===== src/rtl/div_ctrl_pkg.sv =====
// rtl/div_ctrl_pkg.sv - shared state encoding and sizing for the divide controller
package div_ctrl_pkg;

  localparam int CNT_W              = 7;
  localparam int DEF_TIMEOUT_CYCLES = 64;

  typedef enum logic [1:0] {
    ST_IDLE  = 2'd0,
    ST_RUN   = 2'd1,
    ST_DRAIN = 2'd2
  } state_t;

endpackage


===== src/rtl/div_watchdog.sv =====
// rtl/div_watchdog.sv - cycle counter that flags a divide running too long
module div_watchdog
  import div_ctrl_pkg::*;
#(
  parameter int TIMEOUT_CYCLES = DEF_TIMEOUT_CYCLES
) (
  input  logic clk,
  input  logic reset,
  input  logic clear,
  input  logic enable,
  output logic expired
);

  logic [CNT_W-1:0] count;

  always_ff @(posedge clk) begin
    if (reset || clear) begin
      count <= '0;
    end else if (enable) begin
      count <= count + 1'b1;
    end
  end

  assign expired = enable && (count == CNT_W'(TIMEOUT_CYCLES - 1));

endmodule


===== src/rtl/div_ctrl.sv =====
// rtl/div_ctrl.sv - DIV/DIVU sequencer owning HI/LO; DIV_ZERO_FAST_EN enables the zero-divisor bypass
module div_ctrl
  import div_ctrl_pkg::*;
#(
  parameter int          TIMEOUT_CYCLES = DEF_TIMEOUT_CYCLES,
  parameter logic [31:0] HILO_RESET     = 32'd0
) (
  input  logic        clk,
  input  logic        reset,
  input  logic        issue_valid,
  input  logic        issue_signed,
  input  logic [31:0] issue_op1,
  input  logic [31:0] issue_op2,
  output logic        issue_ready,
  input  logic        flush,
  input  logic        mthi_we,
  input  logic        mtlo_we,
  input  logic [31:0] mt_data,
  output logic        div_begin,
  output logic        div_sign,
  output logic [31:0] div_op1,
  output logic [31:0] div_op2,
  input  logic [31:0] div_result,
  input  logic [31:0] div_remainder,
  input  logic        div_end,
  output logic [31:0] hi,
  output logic [31:0] lo,
  output logic        busy,
  output logic        div_err
);

  state_t state, state_nxt;
  logic   accept, fast_zero, capture, timeout, wd_expired;
  logic   drop_hi, drop_lo;

  div_watchdog #(.TIMEOUT_CYCLES(TIMEOUT_CYCLES)) u_watchdog (
    .clk    (clk),
    .reset  (reset),
    .clear  (accept),
    .enable (state == ST_RUN),
    .expired(wd_expired)
  );

  always_ff @(posedge clk) begin
    if (reset) state <= ST_IDLE;
    else       state <= state_nxt;
  end

  always_comb begin
    state_nxt = state;
    accept    = 1'b0;
    fast_zero = 1'b0;
    capture   = 1'b0;
    timeout   = 1'b0;
    case (state)
      ST_IDLE: begin
        if (issue_valid && !flush) begin
          accept = 1'b1;
`ifdef DIV_ZERO_FAST_EN
          fast_zero = (issue_op2 == 32'd0);
`endif
          state_nxt = fast_zero ? ST_DRAIN : ST_RUN;
        end
      end
      ST_RUN: begin
        // flush outranks a completing divide so cancelled results never land
        if (flush) begin
          state_nxt = ST_DRAIN;
        end else if (div_end) begin
          capture   = 1'b1;
          state_nxt = ST_DRAIN;
        end else if (wd_expired) begin
          timeout   = 1'b1;
          state_nxt = ST_DRAIN;
        end
      end
      ST_DRAIN: state_nxt = ST_IDLE;
      default:  state_nxt = ST_IDLE;
    endcase
  end

  always_ff @(posedge clk) begin
    if (reset) begin
      div_begin <= 1'b0;
      div_sign  <= 1'b0;
      div_op1   <= 32'd0;
      div_op2   <= 32'd0;
      hi        <= HILO_RESET;
      lo        <= HILO_RESET;
      div_err   <= 1'b0;
      drop_hi   <= 1'b0;
      drop_lo   <= 1'b0;
    end else begin
      div_err <= timeout;
      if (accept) begin
        div_op1   <= issue_op1;
        div_op2   <= issue_op2;
        div_sign  <= issue_signed;
        div_begin <= !fast_zero;
        drop_hi   <= 1'b0;
        drop_lo   <= 1'b0;
      end else if (state == ST_RUN) begin
        if (state_nxt != ST_RUN) div_begin <= 1'b0;
        // a newer MTHI/MTLO must survive the eventual divide result
        if (mthi_we) drop_hi <= 1'b1;
        if (mtlo_we) drop_lo <= 1'b1;
      end
      if (mthi_we)                  hi <= mt_data;
      else if (capture && !drop_hi) hi <= div_remainder;
      else if (fast_zero)           hi <= issue_op1;
      if (mtlo_we)                  lo <= mt_data;
      else if (capture && !drop_lo) lo <= div_result;
      else if (fast_zero)           lo <= 32'hFFFF_FFFF;
    end
  end

  assign issue_ready = (state == ST_IDLE);
  assign busy        = (state != ST_IDLE);

endmodule

===== config.mk =====
export PLATFORM = sky130hd
export DESIGN_NAME = div_ctrl
export DESIGN_NICKNAME = d
export VERILOG_FILES = /design/src/rtl/div_ctrl_pkg.sv /design/src/rtl/div_watchdog.sv /design/src/rtl/div_ctrl.sv
export SDC_FILE = /design/constraint.sdc
export NUM_CORES = 1
export LEC_CHECK = 0
export CORE_MARGIN = 2
export CORE_UTILIZATION = 41
export CTS_CLUSTER_DIAMETER = 150
export DETAILED_ROUTE_END_ITERATION = 16
export HOLD_SLACK_MARGIN = 0.08
export PLACE_DENSITY = 0.84
export SLEW_MARGIN = 20
export SYNTH_ARGS = -nofsm -noshare
export SYNTH_HDL_FRONTEND = slang
export SYNTH_SLANG_ARGS = --single-unit
export TNS_END_PERCENT = 20

===== constraint.sdc =====
create_clock -name clk -period 2 [get_ports clk]
set_input_delay 0.2 -clock clk [delete_from_list [all_inputs] [get_ports clk]]
set_output_delay 0.2 -clock clk [all_outputs]
set_load 0.05 [all_outputs]

# Word-level counts from Yosys, hierarchy flattened
# Index checks and enable logic that the tools add are counted.
# Widths: inputs -> output; s select.
[word_totals]
rom_bits = 0
input_bits = 168
ff_bits = 142
out_inout_bits = 133
latch_bits = 0
mem_count = 0
mem_bits_rw = 0
wordCells = 53
[op_classes]
n_reduce_logical = 19
bitwise_logic = 1
n_div = 0
mul = 0
eq_ne = 3
magnitude_cmp = 0
shifts = 0
n_addsub = 1
n_mux = 18
[op_table]
columns = ["op", "count"]
rows = [
  ["$mux 32", 4],
  ["$reduce_bool 2->1", 5],
  ["$mux 1", 9],
  ["$mux 2", 4],
  ["$add 7x1->7 const B", 1],
  ["$eq 7x6->1 const B", 1],
  ["$reduce_and 2->1", 3],
  ["$logic_and 1x1->1", 4],
  ["$pmux 2 s2", 1],
  ["$reduce_or 4->1", 1],
  ["$logic_not 1->1", 3],
  ["$eq 2x1->1 const B", 1],
  ["$logic_not 2->1", 1],
  ["$ne 2x1->1 const B", 1],
  ["$reduce_or 2->1", 1],
  ["$logic_or 1x1->1", 1],
  ["$not 1->1", 1],
]

# Logic depth before layout (Yosys ltp)
[depth]
depth_word = 10
mapped_depth = 6
mapped_depth_nobuf = 4

# By module
# A second synthesis with hierarchy kept.
[unflattened]
hier_cells = 643
area_unflattened_um2 = 5840.6
[by_module_without_submodules]
columns = ["module", "n_inst", "area_per_inst_um2", "cells_each", "seq_area_each_um2"]
rows = [
  ["div_ctrl", 1, 5530.3, 609, 2702.6],
  ["div_watchdog", 1, 310.3, 34, 140.1],
]

# Worst setup path after synthesis
# OpenSTA, ideal clock, no wires.
[synth_timing]
kind = "reg2reg"
start = "reg state[0]"
end = "reg div_op1[16]"
arrival_time_ps = 1381
path_stages_with_launch = 7
period_less_slack_ps = 1513
path_buffers = 3
setup_slack_ps = 487
required_ps = 1868
setup_ps = 132
path_cell_list = "dfxtp_1 or4b_1 clkbuf_1 buf_2 buf_6 nand2_1 a21oi_1"
[synth_between]
elab_chain_cells = 2
[synth_rtl]
columns = ["item", "line", "source"]
rows = [
  ["from (decl)", "div_ctrl.sv:32", "state_t state, state_nxt;"],
  ["from (signal assigned)", "div_ctrl.sv:46", "else state <= state_nxt;"],
  ["$logic_not 2->1", "div_ctrl.sv:55", "case (state)"],
  ["$mux 1", "div_ctrl.sv:55", ""],
  ["to (signal assigned)", "div_ctrl.sv:96", "div_op1 <= issue_op1;"],
  ["to (decl)", "div_ctrl.sv:21", "output logic [31:0] div_op1,"],
]
# Every way passes these cells.
# A chain may end at the register's enable or synchronous reset.

# Worst setup path after layout
[layout_timing]
start = "reg lo[30]"
end = "out lo[30]"
[layout_lines]
columns = ["item", "line", "source"]
rows = [
  ["from (decl)", "div_ctrl.sv:27", "output logic [31:0] lo,"],
  ["from (signal assigned)", "div_ctrl.sv:111", "if (mtlo_we) lo <= mt_data;"],
  ["from (signal assigned)", "div_ctrl.sv:112", "else if (capture && !drop_lo) lo <= div_result;"],
]
# No word-level cell between the ends.

==> out/qor.yml <==
synth:
  netlist.area_leader.share_pct: 47.0
  yosysWarningCount: 0
  synth_area_leader_cell: "dfxtp_1"
  ys.flop_type: "dfxtp_1"
  synth_most_common_cell: "nand2_1"
  postSynthAreaPerCell_um2: 8.70
  async_flop_share_pct: 0
  synthTopCellsByCount: "nand2_1 (263), dfxtp_1 (142), a21oi_1 (73)"
  ys_types: 33
  netlist_instances: 696
  synth-seq-cells: 142
  synth_seq_area_share_pct: 47.0
  syn-cell-area_um2: 6050
  synth_edf_count: 0
  ys_top_cells_by_area: "dfxtp_1 (47%), nand2_1 (16%), mux2_2 (12%), mux2i_1 (11%), a21oi_1 (6.0%)"
  synthesis.nets: 865
die:
  core_um2: 14500
  ios: 301
  num_rows: 44
  die_w_um: 125
  start_util_pct: 41.8
  die_y_um: 125
  design.die.area_um2: 15700
place:
  hpwlAfterDp_mm: 12.8
  io_buffers: 300
  dp_cells: 1142
  gp_congestion: 0.805
final_layout:
  diodes: 0
  fin_nets: 1146
  layout-drive-gt1-share_pct: 12.0
  fill_cells: 1151
  instances_no_fill: 1174
  synthToLayoutAreaGrowth_pct: 62.7
clock_network:
  cts_hold_buf: 0
  clkLatencyLatePin_ps: 410
  path_clk_slew_ps: 60
  cts_buffers: 17
  root_buffer: "clkbuf_16"
  cts_sinks: 142
  clock_path_buffers: 2
  htreeDepth: 4
  cts_tree: "done"
global_route:
  grt_pass1_wl_mm: 28.2
  grt-ovfl-total: 0
  antenna_found_initial: 0
  grt_use_total_pct: 22.1
  grt_pass1_vias: 5652
  grt_max_degree: 67
worst_setup_path:
  cpMaxStageDelayCell: "clkdlybuf4s50_1"
  critPathRequiredTime_ps: 1800
  critical_path.top_delay_family: "buffers and inverters"
  rrSetupSlack_ps: 310
  crit_chain: "clkdlybuf4s50_1"
  path_buf_inv: 1
  cp.arrival_ps: 1590
  r2r_start: "state[0]$_SDFF_PP0_"
  critPathKind: "reg2out"
  path_max_fanout: 2
  start_kind: "flop"
  worstSetupEndpointType: "output pin"
  r2r_end: "div_op1[1]$_SDFFE_PP0P_"
  critPathMaxStageDelay_ps: 860
  r2r_cells: 4
sta:
  holdWs_ps: 188
  slew_viol_final: 0
  rsz0062_at_grt: "no"
  worstMarginPinSlew_ps: 672
  finalClockSkew_ps: 6.33
  finalHoldViolCount: 0
  finalSetupTns_ps: 0
  finalSetupViolations: 0
  max_clock_freq_mhz: 558
  min_period_over_period_pct: 89.5
  fin_crit_ps: 1790
  maxSlewHeadroom_pct: 55.2
routing:
  first_pass_iters: 4
  wl_per_cell_um: 15.0
  ant_nets: 0
  drc: 0
  wirelength_mm: 17.6
  vias_per_cell: 4.88
  first_iter_violations: 303
  vias: 5727
min_path:
  hold_start: "mtlo_we"
  min_delay_path_depth: 3
  min_path_type: "in2reg"
  min_to: "drop_lo$_SDFFE_PP0P_"
run_status:
  status: "finished, final reports clean"
pwr:
  power.leakage_uw: 0.00381
  peakVddDrop_mv: 0.577
  p_per_area_nw_per_um2: 835
job:
  max_cap_violations: 0
==> placed cells by master (no fill, tap or decap), types with 3 or more instances in the layout <==
cell type / synthesis / routed
a21oi_1: 73 / 73
clkbuf_16: 0 / 17
mux2i_1: 64 / 64
clkdlybuf4s50_1: 0 / 295
or3_1: 3 / 3
mux2_2: 64 / 64
inv_1: 3 / 3
dfxtp_1: 142 / 142
buf_12: 0 / 7
clkinv_2: 0 / 5
o21ai_0: 5 / 5
bufinv_16: 0 / 4
buf_2: 12 / 3
nand2_1: 263 / 263
nor2_1: 5 / 5
buf_4: 6 / 7
==> where the power goes <==
group          switching (uW)  leakage, uW  total, uW  internal [uW]
Clock                    1170     0.000303       3320           2150
Combinational            1020      0.00234       1830            802
Sequential               82.4      0.00116       3080           3000
Total                    2280      0.00381       8220           5940
==> worst register-to-register path, delay by kind of cell (launching register included) <==
| kind | cells | cell delay [ps] |
|---|---|---|
| and+or+nand+nor | 2 | 880 |
| DFF | 1 | 360 |
| buffers and inverters | 1 | 260 |
| AOI/OAI and AO/OA | 1 | 60 |
==> layout make-up <==
class | instances | area (um2) | area share [%]
timing repair buffer | 313 | 3170 | 32.2
multi-input combinational | 499 | 2960 | 30.1
sequential | 142 | 2840 | 28.9
clock buffer | 21 | 460 | 4.68
tap | 184 | 230 | 2.34
clock inverter | 11 | 164 | 1.66
inverter | 4 | 16.3 | 0.165
==> stage by stage <==
stage               setup slack [ps]  cell area [um2]  util (%)  power, uW
floorplan                        487             6050         -       4190
global placement                71.9             9220      63.7       4950
detailed placement              48.8             9220      63.7       4970
CTS                              186             9850      68.0       8290
global route                     174             9850      68.0       8540
finish                           209             9850      68.0       8220
==> metal layers <==
layer / GRT usage [%] / wire length [um] / vias up
li1: - / - / 2855
met5: 0 / 0 / -
met2: 39.1 / 8860 / 203
met1: 24.0 / 6910 / 2627
met3: 6.93 / 1230 / 42
met4: 9.80 / 601 / 0
==> flip-flops by register name, summed over array words and instances (netlist names) <==
signal            flops
u_watchdog.count      7
drop_hi               1
div_op1              32
hi                   32
state                 2
drop_lo               1
div_sign              1
lo                   32
div_begin             1
div_err               1
div_op2              32
==> worst max path at each step <==
stage          slack, ps                start                       end  cells after the start
2_1_floorplan        490  state[0]$_SDFF_PP0_  div_op1[16]$_SDFFE_PP0P_                      6
3_3_place_gp          70                flush  div_op2[29]$_SDFFE_PP0P_                      5
3_5_place_dp          50                flush  div_op2[26]$_SDFFE_PP0P_                      5
4_1_cts              190  lo[30]$_SDFFE_PP0P_                    lo[30]                      1
5_1_grt              170  hi[26]$_SDFFE_PP0P_                    hi[26]                      1
6_report             210  lo[30]$_SDFFE_PP0P_                    lo[30]                      1
==> cell families (layout without fill, tap and decap cells) <==
family	Yosys count	after routing	synth area share, %
simple gates	286	286	18.7
compound gates	82	82	6.97
flops	142	142	47.0
fa+ha+maj	1	1	0.207
mux	128	128	22.5
xor+xnor	2	2	0.289
buf+inv	55	349	4.40
==> timing repair <==
action                                  in CTS  in global routing
endpoints found under the setup margin       1                  0
hold endpoints to repair                     0                  0
buffers inserted                             0                  0
gates resized for setup                      1                  0
Power figures use the tool's default switching activity.
